<file path="src/rtl/handshake_fork_pkg.sv">
// Shared defaults for the one-to-many valid/ready fork.
package handshake_fork_pkg;

    localparam int unsigned DEFAULT_NUM_ELEM   = 4;
    localparam int unsigned DEFAULT_ELEM_WIDTH = 8;

endpackage

</file>
<file path="src/rtl/handshake_fork.sv">
// Broadcasts one valid/ready stream to NUM_ELEM independently stalling consumers.
// Define HANDSHAKE_FORK_READY_PASSTHRU_EN to allow reload in the last-accept cycle.
module handshake_fork
    import handshake_fork_pkg::*;
#(
    parameter int unsigned NUM_ELEM   = DEFAULT_NUM_ELEM,
    parameter int unsigned ELEM_WIDTH = DEFAULT_ELEM_WIDTH
) (
    input  logic                  clk_i,
    input  logic                  arst_i,
    input  logic [ELEM_WIDTH-1:0] data_i,
    input  logic                  data_valid_i,
    output logic                  data_ready_o,
    output logic [ELEM_WIDTH-1:0] data_o [NUM_ELEM],
    output logic [NUM_ELEM-1:0]   data_valid_o,
    input  logic [NUM_ELEM-1:0]   data_ready_i
);

    logic [ELEM_WIDTH-1:0] buf_q;
    logic [NUM_ELEM-1:0]   pending_q;
    logic [NUM_ELEM-1:0]   pending_d;
    logic [NUM_ELEM-1:0]   out_fire_c;
    logic                  in_fire_c;
    // Registered EMPTY flag; held low in reset so ready is low while arst_i is high.
    logic                  empty_q;

    assign out_fire_c = pending_q & data_ready_i;

`ifdef HANDSHAKE_FORK_READY_PASSTHRU_EN
    logic last_accept_c;

    assign last_accept_c = (|pending_q) & ~(|(pending_q & ~data_ready_i));
    assign data_ready_o  = empty_q | last_accept_c;
`else
    assign data_ready_o  = empty_q;
`endif

    assign in_fire_c = data_valid_i & data_ready_o;

    // A new word owes delivery to every lane, overriding any same-cycle accepts.
    always_comb begin
        pending_d = pending_q & ~out_fire_c;
        if (in_fire_c) begin
            pending_d = '1;
        end
    end

    always_ff @(posedge clk_i or posedge arst_i) begin
        if (arst_i) begin
            pending_q <= '0;
            buf_q     <= '0;
            empty_q   <= 1'b0;
        end else begin
            pending_q <= pending_d;
            empty_q   <= ~(|pending_d);
            if (in_fire_c) begin
                buf_q <= data_i;
            end
        end
    end

    for (genvar i = 0; i < int'(NUM_ELEM); i++) begin : g_lane
        assign data_o[i]       = buf_q;
        assign data_valid_o[i] = pending_q[i];
    end

endmodule

</file>
<file path="config.mk">
export PLATFORM = sky130hd
export DESIGN_NAME = handshake_fork
export DESIGN_NICKNAME = d
export VERILOG_FILES = /design/src/rtl/handshake_fork_pkg.sv /design/src/rtl/handshake_fork.sv
export SDC_FILE = /design/constraint.sdc
export NUM_CORES = 1
export LEC_CHECK = 0
export CAP_MARGIN = 20
export CORE_MARGIN = 2
export CORE_UTILIZATION = 35
export CTS_CLUSTER_DIAMETER = 30
export DETAILED_ROUTE_END_ITERATION = 12
export PLACE_DENSITY_LB_ADDON = 0.3
export SETUP_SLACK_MARGIN = 0.05
export SLEW_MARGIN = 20
export SYNTH_ARGS = -nofsm -noshare
export SYNTH_HDL_FRONTEND = slang
export SYNTH_SLANG_ARGS = --single-unit
</file>
<file path="constraint.sdc">
create_clock -name clk_i -period 3.2 [get_ports clk_i]
set_clock_uncertainty 0.15 [all_clocks]
set_input_delay 0.64 -clock clk_i [delete_from_list [all_inputs] [get_ports clk_i]]
set_output_delay 0.64 -clock clk_i [all_outputs]
set_load 0.01 [all_outputs]
</file>
==> results of run 1 <==
==> area by class of cell <==
type / count / share of cell area
clock buffers: 4 / 0.0246
inverters: 3 / 0.0106
multi-input cells: 17 / 0.150
flip-flops and latches: 13 / 0.305
well taps: 27 / 0.0317
repair buffers: 51 / 0.478
==> layout by cell type, fill, tap and decap left out <==
master           synthesis  final
mux2_4                   6      6
dfrtp_1                 13     13
mux2_2                   2      2
nor2_1                   1      1
nand2_2                  1      1
clkbuf_4                 0      3
clkbuf_1                 0      1
inv_1                    3      3
nand2_1                  2      2
clkdlybuf4s50_1          0     51
o21ai_0                  2      2
o211ai_1                 1      1
nand2b_1                 2      2
==> cell families (layout without fill, tap and decap cells) <==
family	Yosys count	in the layout	synth area share
AO/OA/AOI/OAI	3	3	0.0255
buffers and inverters	28	58	0.295
flip-flops	13	13	0.473
multiplexers	8	8	0.164
AND/OR/NAND/NOR	6	6	0.0436
==> flip-flops by register name (all words and copies together) (netlist names) <==
name	flops
data_valid_o	4
data_ready_o	1
buf_q	8
==> report_power, final <==
group          switching (mW)  internal (mW)  leakage [nW]  total, mW
combinational           0.249          0.478         0.297      0.727
clock                  0.0490         0.0482        0.0150     0.0972
sequential             0.0754          0.243         0.156      0.318
==> synth_stat cells <==
| library cell | instances |
|---|---|
| buf_4 | 24 |
| dfrtp_1 | 13 |
| mux2_4 | 6 |
| inv_1 | 3 |
| mux2_2 | 2 |
| nand2_1 | 2 |
| nand2b_1 | 2 |
| o21ai_0 | 2 |
| buf_6 | 1 |
| nand2_2 | 1 |
| nor2_1 | 1 |
| o211ai_1 | 1 |
==> layer usage <==
| metal | vias to the layer above | part of all wire | global-route usage |
|---|---|---|---|
| met5 | - | 0 | 0 |
| met4 | 0 | 0 | 0.0714 |
| met3 | 0 | 0.050 | 0.00309 |
| met2 | 18 | 0.56 | 0.208 |
| met1 | 219 | 0.39 | 0.120 |
| li1 | 221 | - | - |
==> path summary, 6_finish.rpt <==
kind	to	slack (ns)
worst min register to register	data_valid_o[1]	0.37
max in group asynchronous	data_ready_o	2.06
worst max-delay path	data_o[15]	1.17
worst min-delay path	data_valid_o[1]	0.37
min in group asynchronous	buf_q[0]	0.52
worst max register to register	buf_q[6]	1.91
==> results_dict.tcl, run 1 <==
set metrics [dict create \
    hold_viol 0 \
    dieArea_sq_mm 0.00234 \
    finalCriticalPeriod_ns 2.03 \
    powerDensity_mw_per_mm2 1070 \
    routed_wl_microns 1250 \
    gp_congestion 0.653 \
    ys_warn_count 0 \
    start_kind "flop" \
    ant_nets 0 \
    grt_pass1_wl_microns 2010 \
    rows 16 \
    synth_top_area_cell "dfrtp_1" \
    post_cts_resized 0 \
    synth_seq_area_share 0.473 \
    drive_above_1_share 0.136 \
    grt_usage 0.110 \
    drc 0 \
    n_fill_cell 169 \
    root_buffer "clkbuf_4" \
    period_share 0.635 \
    final_cells 115 \
    status "finished clean" \
    vdd.ir_drop.worst_v 0.000421 \
    grt_pass1_vias 461 \
    insertion_delay_ns 0.27 \
    regArea_sq_um 325 \
    synth_top_area_frac 0.473 \
    critPathTopFamily "buffers and inverters" \
    antenna_cells 0 \
    worst_pin_slew_ns 0.465 \
    multi_input_area_sq_um 160 \
    grt_max_degree 14 \
    cp.required_ns 2.41 \
    ios 52 \
    clk_pin_slew_ns 0.08 \
    avgSynthCellArea_sq_um 11.9 \
    synthesis.nets 73 \
    start_util 0.362 \
    setup_viol 0 \
    hp-class "flop to flop" \
    critPathMaxFanout 5 \
    whs_path_depth 2 \
    slowest_stage "clkdlybuf4s50_1" \
    critPathKind "flop to output pin" \
    grt-ovfl-total 0 \
    maxCapViolCount 0 \
    timing.final.ws_setup_ns 1.17 \
    cts_tree "done" \
    worst-path-buf-inv 1 \
    clkSinkCount 13 \
    startpoint "buf_q[7]" \
    yosys-top-cells-area "dfrtp_1, buf_4, mux2_4" \
    p_leak_nw 0.468 \
    num_vias 458 \
    dp_slack_ns 1.21 \
    area_growth_pct 55.1 \
    cts_buffers 3 \
    portBuffers 51 \
    antenna_found_initial 0 \
    ys_types 12 \
    fp.dieW_microns 48.3 \
    syn-cell-area_sq_um 688 \
    holdBufCountCts 0 \
    r2r_cells 2 \
    crit_cells 1 \
    cts_buffer_depth 2 \
    avgRoutedWirePerCell_microns 10.9 \
    placed_cells 111 \
    htree_levels 1 \
    hp-start "data_valid_o[1]" \
    arrival_ns 1.24 \
    end_kind "output pin" \
    r2r-start "data_ready_o" \
    place_area_sq_mm 0.00104 \
    cp_cell_sequence "clkdlybuf4s50_1" \
    maxSlewHeadroom 0.690 \
    utilization 0.561 \
    postSynthCellCount 58 \
    synth-seq-cells 13 \
    dieHeight_microns 48.3 \
    maxSlewViolCount 0 \
    fin_area_sq_mm 0.00107 \
    cp_slowest_stage_delay_ns 0.56 \
    drt-initial-drc-count 1 \
    drt-pass1-iter-count 2 \
    fin_nets 104 \
    vias_per_cell 3.98 \
    setup_tns_ns 0 \
    rsz0062_at_grt "false" \
    holdWs_ns 0.373 \
    core_sq_mm 0.00190 \
    postCtsSetupBuffers 0 \
    finalPower_mw 1.14 \
    max_freq_mhz 492 \
]
Power figures use the tool's default switching activity.
==> run 2, diff against run 1 <==
--- a/config.mk
+++ b/config.mk
@@ -7,7 +7,7 @@
 export LEC_CHECK = 0
 export CAP_MARGIN = 20
 export CORE_MARGIN = 2
-export CORE_UTILIZATION = 35
+export CORE_UTILIZATION = 33
 export CTS_CLUSTER_DIAMETER = 30
 export DETAILED_ROUTE_END_ITERATION = 12
 export PLACE_DENSITY_LB_ADDON = 0.3
==> constraint.sdc (replaced) <==
create_clock -name clk_i -period 2.1 [get_ports clk_i]
set_clock_uncertainty 0.15 [all_clocks]
set_input_delay 0.42 -clock clk_i [delete_from_list [all_inputs] [get_ports clk_i]]
set_output_delay 0.42 -clock clk_i [all_outputs]
set_load 0.01 [all_outputs]
==> run 2 against run 1 <==
Net effect:
- via count grew 1.3%
- non-clock buffer count is the same
- combinational power grew 53%
- count of clock-buffer cells in the layout shrank 1
- critical endpoint is now data_o[26]
==> results_dict.tcl, run 2 (synthesized netlist as in run 1, its figures left out) <==
set metrics [dict create \
    critPathTopFamily "buffers and inverters" \
    maxSlewHeadroom 0.685 \
    drt-initial-drc-count 2 \
    r2r-end "buf_q[6]" \
    post_cts_resized 0 \
    cts_buffer_depth 2 \
    vdd.ir_drop.worst_v 0.000658 \
    place_area_sq_mm 0.00104 \
    status "finished clean" \
    antenna_found_initial 0 \
    setup_viol 0 \
    postCtsSetupBuffers 0 \
    grt-ovfl-total 0 \
    rows 16 \
    drt-pass1-iter-count 4 \
    arrival_ns 1.26 \
    insertion_delay_ns 0.27 \
    start_kind "flop" \
    core_sq_mm 0.00196 \
    finalPower_mw 1.75 \
    end_kind "output pin" \
    hp-class "input pin to async pin" \
    p_leak_nw 0.471 \
    cp_cell_sequence "clkdlybuf4s50_1" \
    critPathKind "flop to output pin" \
    final_common_cell "clkdlybuf4s50_1" \
    period_share 0.872 \
    root_buffer "clkbuf_4" \
    regMostFlops "buf_q" \
    area_growth_pct 55.3 \
    cts_tree "done" \
    final_cell_mix "clkdlybuf4s50_1, dfrtp_1, mux2_4" \
    vias_per_cell 4.03 \
    crit_cells 1 \
    placed_cells 111 \
    dieHeight_microns 49.7 \
    slowest_stage "clkdlybuf4s50_1" \
    holdBufCountCts 0 \
    fp.dieW_microns 49.7 \
    fin_area_sq_mm 0.00107 \
    grt_usage 0.113 \
    clkSinkCount 13 \
    cp_slowest_stage_delay_ns 0.58 \
    cts_buffers 3 \
    avgRoutedWirePerCell_microns 11.1 \
    holdWs_ns 0.309 \
    worst_pin_slew_ns 0.472 \
    num_vias 464 \
    drc 0 \
    grt_pass1_wl_microns 2060 \
    ios 52 \
    grt_max_degree 14 \
    grt_pass1_vias 434 \
    maxSlewViolCount 0 \
    finalCriticalPeriod_ns 1.83 \
    setup_tns_ns 0 \
    gp_congestion 0.617 \
    final_cells 115 \
    startpoint "buf_q[2]" \
    ant_nets 0 \
    htree_levels 1 \
    clk_pin_slew_ns 0.08 \
    antenna_cells 0 \
    largest_register_ff_count 8 \
    cp.required_ns 1.53 \
    r2r-start "data_ready_o" \
    drive_above_1_share 0.148 \
    r2r_cells 2 \
    dieArea_sq_mm 0.00247 \
    powerDensity_mw_per_mm2 1640 \
    maxCapViolCount 0 \
    max_freq_mhz 546 \
    portBuffers 51 \
    start_util 0.351 \
    routed_wl_microns 1280 \
    hold_viol 0 \
    critPathMaxFanout 5 \
    rsz0062_at_grt "false" \
    fin_nets 104 \
    r2r_setup_slack_ns 0.81 \
    worst-path-buf-inv 1 \
    crit_end "data_o[26]" \
]
==> run 2: worst min path at each step <==
stage                                from         endpoint  slack [ns]  cells past startpoint
final                              arst_i         buf_q[3]        0.31                      2
after global routing               arst_i         buf_q[4]        0.34                      2
after CTS                          arst_i         buf_q[4]        0.31                      2
after detailed placement  data_valid_o[1]  data_valid_o[1]        0.36                      2
after global placement    data_valid_o[0]  data_valid_o[0]        0.36                      2
after floorplan                    arst_i         buf_q[0]        0.15                      1
==> run 2: layout make-up <==
class | count | area, sq um
fill | 180 | 893
timing repair buffer | 51 | 510
sequential | 13 | 325
multi-input combinational | 17 | 160
tap | 27 | 33.8
clock buffer | 3 | 22.5
inverter | 3 | 11.3
clock inverter | 1 | 5.00
==> run 2: per-stage QoR <==
step / setup slack [ns] / util
after floorplan: 0.893 / -
after global placement: 0.358 / 0.531
after detailed placement: 0.341 / 0.531
after CTS: 0.242 / 0.545
after global routing: 0.201 / 0.545
final: 0.268 / 0.545
==> run 2: report_power, final <==
group / switching, mW / internal, mW
Combinational: 0.383 / 0.729
Sequential: 0.115 / 0.370
Clock: 0.0808 / 0.0706
Total: 0.579 / 1.17
==> run 2: layer usage <==
| metal | wire length, microns | global-route usage | up-vias |
|---|---|---|---|
| met3 | 98 | 0.0364 | 2 |
| li1 | - | - | 219 |
| met2 | 660 | 0.184 | 26 |
| met4 | 14 | 0.0833 | 0 |
| met1 | 502 | 0.121 | 217 |
| met5 | 0 | 0 | - |
==> run 3, diff against run 2 <==
--- a/config.mk
+++ b/config.mk
@@ -8,7 +8,7 @@
 export CAP_MARGIN = 20
 export CORE_MARGIN = 2
 export CORE_UTILIZATION = 33
-export CTS_CLUSTER_DIAMETER = 30
+export CTS_CLUSTER_DIAMETER = 150
 export DETAILED_ROUTE_END_ITERATION = 12
 export PLACE_DENSITY_LB_ADDON = 0.3
 export SETUP_SLACK_MARGIN = 0.05
==> results of run 3 <==
Same layout as run 2: the final DEF is identical, and so are final timing and power.
